$ cat config.mk
export PLATFORM = sky130hd
export DESIGN_NAME = div_share_arbiter
export DESIGN_NICKNAME = d
export VERILOG_FILES = /design/src/rtl/div_share_arbiter.sv
export SDC_FILE = /design/constraint.sdc
export NUM_CORES = 1
export LEC_CHECK = 0
export ABC_AREA = 1
export BUFFER_PORTS_ARGS = -buffer_cell sky130_fd_sc_hd__buf_4
export CORE_UTILIZATION = 40
export DETAILED_ROUTE_END_ITERATION = 10
export PLACE_DENSITY = 0.69
export SKIP_CTS_REPAIR_TIMING = 1
export SLEW_MARGIN = 15
export SYNTH_ARGS = -nofsm -noshare
export SYNTH_HDL_FRONTEND = slang
export SYNTH_SLANG_ARGS = --single-unit
$ cat constraint.sdc
create_clock -name clk -period 4.25 [get_ports clk]
set_input_delay 0.425 -clock clk [delete_from_list [all_inputs] [get_ports clk]]
set_output_delay 0.425 -clock clk [all_outputs]
set_load 0.03 [all_outputs]
$ cat src/rtl/div_share_arbiter.sv
// div_share_arbiter: round-robin front end sharing one iterative divider among
// NREQ requesters; each accepted request is started on the engine, its result
// collected and returned on a shared response bus tagged with the requester id.
// Divide-by-zero is answered locally without touching the engine.
// Optional watchdog on WAIT: define DIV_SHARE_ARBITER_WDOG_EN.
// Ports:
//   clk, reset                      clock, synchronous active-high reset
//   req_valid/req_ready             per-requester handshake (ready is one-hot)
//   req_dividend/req_divisor        packed operands, requester i at [i*W +: W]
//   div_start/div_clr               one-cycle pulses to the engine
//   div_dividend/div_divisor        operands held from ISSUE through WAIT
//   div_done/div_quotient/div_remainder   engine status (level) and result
//   resp_valid/resp_ready           response handshake
//   resp_id/resp_quotient/resp_remainder/resp_err   response payload
//   busy                            high in every state except IDLE
module div_share_arbiter #(
    parameter int NREQ = 4,
    parameter int W    = 4,
    parameter int IDW  = 2,
    parameter int TMO  = 64
) (
    input  logic              clk,
    input  logic              reset,
    input  logic [NREQ-1:0]   req_valid,
    input  logic [NREQ*W-1:0] req_dividend,
    input  logic [NREQ*W-1:0] req_divisor,
    output logic [NREQ-1:0]   req_ready,
    output logic              div_start,
    output logic [W-1:0]      div_dividend,
    output logic [W-1:0]      div_divisor,
    output logic              div_clr,
    input  logic              div_done,
    input  logic [W-1:0]      div_quotient,
    input  logic [W-1:0]      div_remainder,
    output logic              resp_valid,
    input  logic              resp_ready,
    output logic [IDW-1:0]    resp_id,
    output logic [W-1:0]      resp_quotient,
    output logic [W-1:0]      resp_remainder,
    output logic              resp_err,
    output logic              busy
);

    typedef enum logic [2:0] {
        S_IDLE,
        S_ISSUE,
        S_WAIT,
        S_CLEAR,
        S_RESP
    } state_t;

    state_t         r_state;
    logic [IDW-1:0] r_ptr;
    logic [IDW-1:0] r_id;
    logic [W-1:0]   r_a;
    logic [W-1:0]   r_b;
    logic [W-1:0]   r_q;
    logic [W-1:0]   r_r;
    logic           r_err;
    logic           r_start;
    logic           r_clr;
    logic           r_rvalid;
    logic           r_busy;
    // Set while in reset; marks the first cycle after reset for the engine clear.
    logic           r_rst_d;

    logic           w_found;
    logic [IDW-1:0] w_win;
    logic [IDW-1:0] w_sel;
    logic           w_grant;
    logic [W-1:0]   w_a;
    logic [W-1:0]   w_b;
    logic [IDW-1:0] w_ptr_nxt;

`ifdef DIV_SHARE_ARBITER_WDOG_EN
    localparam int WDW = $clog2(TMO + 1);
    logic [WDW-1:0] r_wdog;
`else
    logic w_unused_tmo;
    assign w_unused_tmo = ^TMO;
`endif

    // Scan from the pointer downward in priority: the lowest offset wins,
    // so iterate from the highest offset and let later hits overwrite.
    always_comb begin
        w_found = 1'b0;
        w_win   = '0;
        w_sel   = '0;
        for (int k = NREQ - 1; k >= 0; k--) begin
            w_sel = IDW'((int'(r_ptr) + k) % NREQ);
            if (req_valid[w_sel]) begin
                w_found = 1'b1;
                w_win   = w_sel;
            end
        end
    end

    // No grant during reset or on the post-reset engine-clear cycle.
    assign w_grant = w_found && (r_state == S_IDLE) && !r_rst_d && !reset;

    always_comb begin
        req_ready = '0;
        if (w_grant) req_ready[w_win] = 1'b1;
    end

    assign w_a       = req_dividend[int'(w_win)*W +: W];
    assign w_b       = req_divisor[int'(w_win)*W +: W];
    assign w_ptr_nxt = (w_win == IDW'(NREQ - 1)) ? '0 : w_win + 1'b1;

    always_ff @(posedge clk) begin
        if (reset) begin
            r_state  <= S_IDLE;
            r_ptr    <= '0;
            r_id     <= '0;
            r_a      <= '0;
            r_b      <= '0;
            r_q      <= '0;
            r_r      <= '0;
            r_err    <= 1'b0;
            r_start  <= 1'b0;
            r_clr    <= 1'b0;
            r_rvalid <= 1'b0;
            r_busy   <= 1'b0;
            r_rst_d  <= 1'b1;
`ifdef DIV_SHARE_ARBITER_WDOG_EN
            r_wdog   <= '0;
`endif
        end else begin
            r_start <= 1'b0;
            r_clr   <= 1'b0;
            r_rst_d <= 1'b0;
            if (!r_rst_d) begin
                unique case (r_state)
                    S_IDLE: begin
                        if (w_grant) begin
                            r_id   <= w_win;
                            r_ptr  <= w_ptr_nxt;
                            r_busy <= 1'b1;
                            if (w_b == '0) begin
                                r_q      <= '1;
                                r_r      <= w_a;
                                r_err    <= 1'b1;
                                r_rvalid <= 1'b1;
                                r_state  <= S_RESP;
                            end else begin
                                r_a     <= w_a;
                                r_b     <= w_b;
                                r_start <= 1'b1;
                                r_state <= S_ISSUE;
                            end
                        end
                    end
                    S_ISSUE: begin
`ifdef DIV_SHARE_ARBITER_WDOG_EN
                        r_wdog  <= '0;
`endif
                        r_state <= S_WAIT;
                    end
                    S_WAIT: begin
                        if (div_done) begin
                            r_q     <= div_quotient;
                            r_r     <= div_remainder;
                            r_err   <= 1'b0;
                            r_clr   <= 1'b1;
                            r_state <= S_CLEAR;
                        end
`ifdef DIV_SHARE_ARBITER_WDOG_EN
                        else if (r_wdog == WDW'(TMO - 1)) begin
                            r_wdog  <= r_wdog + 1'b1;
                            r_q     <= '0;
                            r_r     <= '0;
                            r_err   <= 1'b1;
                            r_clr   <= 1'b1;
                            r_state <= S_CLEAR;
                        end else begin
                            r_wdog <= r_wdog + 1'b1;
                        end
`endif
                    end
                    S_CLEAR: begin
                        r_rvalid <= 1'b1;
                        r_state  <= S_RESP;
                    end
                    S_RESP: begin
                        if (resp_ready) begin
                            r_rvalid <= 1'b0;
                            r_busy   <= 1'b0;
                            r_state  <= S_IDLE;
                        end
                    end
                    default: r_state <= S_IDLE;
                endcase
            end
        end
    end

    assign div_start      = r_start;
    assign div_dividend   = r_a;
    assign div_divisor    = r_b;
    // Engine is forced back to init on the first cycle out of reset.
    assign div_clr        = r_clr | (r_rst_d & ~reset);
    assign resp_valid     = r_rvalid;
    assign resp_id        = r_id;
    assign resp_quotient  = r_q;
    assign resp_remainder = r_r;
    assign resp_err       = r_err;
    assign busy           = r_busy;

endmodule

# After elaboration in Yosys (flattened, before gate mapping)
# Cells that the tools add are included.
[totals] out_inout_bits=27 wordCells=105 reg_bits=29 in_bits=48
[op_classes] n_lt_le_gt_ge=6 shifts=2 bitwise_logic=8 reduce_logical=19 muxes=44 add_sub_neg=4 n_eq_ne=9
[ops] operator="16-bit by 5-bit variable part select with 4-bit output" count=2
[ops] operator="4-bit 2-to-1 mux" count=7
[ops] operator="1-bit 2-to-1 mux" count=17
[ops] operator="4-bit case mux with 2 select lines" count=2
[ops] operator="2-bit by 3-bit < comparator with 1-bit output (second input constant)" count=5
[ops] operator="3-bit case mux with 5 select lines" count=1
[ops] operator="3-bit 2-to-1 mux" count=4
[ops] operator="4-bit AND reduction" count=3
[ops] operator="2-bit 2-to-1 mux" count=5
[ops] operator="5-bit AND reduction" count=2
[ops] operator="1-bit binary-select mux with 2-bit select" count=4
[ops] operator="3-bit by 2-bit equality test with 1-bit output (second input constant)" count=2
[ops] operator="2-bit != test (second input constant)" count=3
[ops] operator="1-bit NOT" count=6
[ops] operator="2-bit by 1-bit adder with 2-bit output (second input constant)" count=2
[ops] operator="2-bit adder (second input constant)" count=2
[ops] operator="1-bit logical AND" count=4
[ops] operator="4-bit logical NOT" count=1
[ops] operator="1-bit case mux with 2 select lines" count=2
[ops] operator="2-bit nonzero test" count=2
[ops] operator="4-bit OR reduction" count=1
[ops] operator="3-bit by 1-bit equality test with 1-bit output (second input constant)" count=1
[ops] operator="3-bit equality test (second input constant)" count=1
[ops] operator="3-bit logical NOT" count=1
[ops] operator="other kinds (11)" count=12

# Longest topological paths before layout
[logic_depth] word_depth=12 depth_mapped=20 mapped_depth_nobuf=19

# Worst setup path before layout
# OpenSTA, ideal clock, no wires.
[synth_timing] kind="reg2out" start="register r_ptr[0]" end="output req_ready[1]" stages_incl_launch_ff=15 t_arrival_ps=2002 slack_ps=1823 path_cell_list="dfxtp_1 > inv_2 > nand2_1 > nand2_1 > nand2_2 > nand2_2 > nand2_1 > nand2_1 > nand2_4 > nand2_4 > buf_6 > inv_6 > ha_1 > inv_1 > nor2_1"
[synth_between] elab_chain_cells=12 word_cells_on_any_way=28 classes_between="add/sub: 3; order compare: 2; mux: 19; reduce/logical: 4"
[synth_lines] item="start, declared" line_no="53" rtl="logic [IDW-1:0] r_ptr;"
[synth_lines] item="start signal, assigned" line_no="137" rtl="r_ptr <= w_ptr_nxt;"
[synth_lines] item="2-bit adder" line_no="90" rtl="w_sel = IDW'((int'(r_ptr) + k) % NREQ);"
[synth_lines] item="1-bit binary-select mux with 2-bit select" line_no="91" rtl="if (req_valid[w_sel]) begin"
[synth_lines] item="1-bit 2-to-1 mux (not written as such)" line_no="91"
[synth_lines] item="2-bit 2-to-1 mux (3 in a row)" line_no="91"
[synth_lines] item="2-bit 2-to-1 mux (*)" line_no="91"
[synth_lines] item="net w_win[0]" line_no="68" rtl="logic [IDW-1:0] w_win;"
[synth_lines] item="2-bit by 3-bit < comparator with 1-bit output (not written as such) or 2-bit by 1-bit greater-or-equal comparator with 1-bit output (tied branches)" line_no="103" rtl="if (w_grant) req_ready[w_win] = 1'b1;"
[synth_lines] item="1-bit logical AND (not written as such)" line_no="103"
[synth_lines] item="1-bit 2-to-1 mux (not written as such)" line_no="103"
[synth_lines] item="1-bit demux with 2-bit select (*)" line_no="103"
[synth_lines] item="4-bit 2-to-1 mux (*)" line_no="103"
[synth_lines] item="end, declared" line_no="27" rtl="output logic [NREQ-1:0] req_ready,"
# Mark *: on every way through the listed nets, which the timed path passes. The rest lies on a longest branch. The select of a mux whose other input is x is not followed.

# Final worst setup path
[layout_timing] start="register r_ptr[0]" end="output req_ready[3]"
# Same word-level chain as after synthesis.

==> impl_metrics.py <==
metrics = {
    "floorplanning": {
        "core_region_area_um2": 4350,
        "die-area_um2": 4790,
        "die-width_um": 69.2,
        "ioPinCount": 75,
        "die_h_um": 69.2,
        "row_count": 24,
        "initial_utilization": 0.415,
    },
    "drt": {
        "first_pass_iters": 4,
        "final_antenna_net_count": 0,
        "drt-total-wl_um": 4870,
        "number_of_design_rule_violations_left_by_the_first_detailed_router_iteration": 112,
        "post-route-drc-count": 0,
        "wire_per_inst_um": 11.5,
        "detail_route.vias_per_cell": 4.91,
        "via_count": 2075,
    },
    "power_and_ir_drop": {
        "power.total_w": 0.00213,
        "power-per-cell-area_nw_per_um2": 858,
        "vdd_ir_drop_max_uv": 328,
        "power_leakage_nw": 1.33,
    },
    "clocking": {
        "clk_pin_slew_worst_paths_ps": 60,
        "clk_path_buf_depth": 2,
        "tritoncts": "built",
        "maximum_level_of_the_cts_h_tree": 2,
        "tritoncts.num_buffers": 5,
        "clock-sinks": 29,
        "root_buffer": "clkbuf_8",
        "worstSkewPairLatency_ps": 280,
    },
    "timing": {
        "clock.fmax_mhz": 341,
        "finalClockSkew_ps": 3.14,
        "tns_ps": 0,
        "relSlewSlack": 0.682,
        "grt_setup_unrepaired": "no",
        "setup_viol": 0,
        "worstMarginPinSlew_ps": 476,
        "timing.final.max_slew_violations": 0,
        "hold_viol_final": 0,
        "layout_worst_path_cycle_share": 0.690,
        "layout_min_cycle_time_ps": 2930,
        "timing.hold.ws_ps": 386,
    },
    "global_routing": {
        "grt_pass1_vias": 1809,
        "grt_max_degree": 20,
        "global_route.usage.total": 0.203,
        "grt_pass1_wl_um": 7950,
        "antenna_found_initial": 0,
        "gr-total-overflow": 0,
    },
    "worst_setup_path": {
        "cp.arrival_ps": 2510,
        "crit_path_frequent_cell": "nand2_1",
        "cp_data_required_time_ps": 3830,
        "crit_slowest_cell": "dfxtp_1",
        "setup.worst_path.start_class": "flip-flop",
        "endpoint_kind": "output pin",
        "crit_path_max_fanout": 12,
        "timing.setup.critical_path_class": "flip-flop to output pin",
        "cells_along_the_critical_path": "inv_2, nand2_1, nand2_1, nand2_2, nand2_2, inv_1, nand2_1, nand2_1, nand2_1, nand2_1, inv_2, ha_1, inv_1, nor2_1, buf_4",
        "crit_path_max_incr_delay_ps": 370,
    },
    "synthesis": {
        "synthDominantCellAreaShare": 0.321,
        "synth_area_leaders": "dfxtp_1 32%, nand2_1 21%, nand3_1 10%, inv_1 7.9%, a21oi_1 6.9%",
        "synth_compound_area_frac": 0.120,
        "mappedNetlistArea_um2": 1810,
        "number_of_cells_produced_by_synthesis": 296,
        "netlist.top_cell.by_area": "dfxtp_1",
        "yosys.area_share.simple": 0.416,
        "netlist-cell-type-count": 21,
        "synth_fa_ha_area_frac": 0.0277,
        "mappedNetlistNets": 348,
        "postSynthAreaPerCell_um2": 6.11,
        "synth_top_family_by_area": "simple AND/OR/NAND/NOR gates",
        "post_synth_xor_area_fraction": 0,
        "synth-seq-cells": 29,
        "synth-seq-area-share": 0.321,
        "post_synth_mux_area_share": 0,
        "yosysWarnings": 0,
    },
    "finish": {
        "antenna_cells": 0,
        "finish.utilization": 0.571,
        "final_area_um2": 2490,
        "post_route_cells_drive_above_1_share": 0.261,
        "layout_commonest_cell": "nand2_1",
        "fin_nets": 422,
        "area_growth_pct": 37.6,
        "mostFrequentLayoutCells": "101 x nand2_1, 74 x buf_4, 38 x inv_1",
    },
    "placement": {
        "portBuffers": 74,
        "hpwl_reported_at_the_end_of_detailed_placement_um": 3820,
        "placedInstanceArea_um2": 2390,
        "gp_congestion": 0.840,
    },
    "flow_run": {
        "max-cap-violations": 0,
    },
    "hold_path": {
        "min_path_type": "primary input to flip-flop",
    },
    "outcome": {
        "outcome": "complete, no violations",
    },
}
==> Yosys cell counts <==
master,number
a21oi_1,25
nand2_1,101
nand2_2,5
nand3b_1,3
inv_6,1
nand3_4,1
o21bai_1,1
clkbuf_1,4
dfxtp_1,29
buf_2,1
nor2_1,22
o21ai_0,12
nor3_4,1
inv_1,38
o21ai_2,1
nand2_4,2
inv_2,4
o21ai_1,3
nand3_1,36
ha_1,4
buf_6,2
==> registers in the layout (all words and copies together), names as in the netlist <==
register and count:
resp_err 1, div_start 1, div_dividend 4, r_rst_d 1, r_clr 1, div_divisor 4, resp_quotient 4, busy 1
r_state 3, resp_id 2, r_ptr 2, resp_valid 1, resp_remainder 4
==> through the flow <==
| step | worst slack (ps) | instances |
|---|---|---|
| 5_1_grt | 1070 | 423 |
| 2_1_floorplan | 1820 | 296 |
| 3_5_place_dp | 1510 | 415 |
| 6_report | 1320 | 423 |
| 3_3_place_gp | 1550 | 415 |
| 4_1_cts | 1290 | 423 |
==> logic make-up after synthesis <==
group,Yosys count
AO/OA/AOI/OAI,42
adder cells (fa/ha/maj),4
buffers and inverters,50
flip-flops,29
AND/OR/NAND/NOR,171
==> layout make-up <==
cell class	instances	area (um^2)
Fill cell	434	1870
Multi-Input combinational cell	217	1020
Sequential cell	29	581
Timing Repair Buffer	74	556
Inverter	43	166
Clock buffer	7	96.3
Tap cell	52	65.1
Clock inverter	1	5.00
==> per-layer routing <==
layer / part of all wire / up-vias / wire length [um] / GRT usage
li1: - / 1077 / - / -
met1: 0.45 / 920 / 2210 / 0.264
met2: 0.48 / 69 / 2360 / 0.333
met3: 0.046 / 9 / 226 / 0.0349
met4: 0.014 / 0 / 70 / 0.0794
met5: 0 / - / 0 / 0
==> worst max-delay path: cells and delay by family, from the launching register on <==
kind / cells / cell delay [ps]
fa+ha+maj: 1 / 190
simple gates: 9 / 920
flops: 1 / 370
buf+inv: 5 / 760
==> final timing paths <==
check             slack [ps]  cells after the start                  start                             end
setup / recovery        1320                     15  r_ptr[0]$_SDFFE_PP0P_                    req_ready[3]
hold / removal           390                      3               div_done                r_clr$_SDFF_PP0_
setup reg to reg        1500                     19  r_ptr[0]$_SDFFE_PP0P_  resp_remainder[0]$_SDFFE_PP0P_
hold reg to reg          460                      2  resp_err$_SDFFE_PP0P_           resp_err$_SDFFE_PP0P_
==> power breakdown <==
group / total (W) / internal (W) / leakage (nW) / switching, W
Sequential: 0.000448 / 0.000374 / 0.237 / 0.0000739
Clock: 0.000250 / 0.000146 / 0.0542 / 0.000104
Combinational: 0.00144 / 0.000465 / 1.03 / 0.000971
Total: 0.00213 / 0.000985 / 1.33 / 0.00115
Power figures use the tool's default switching activity.
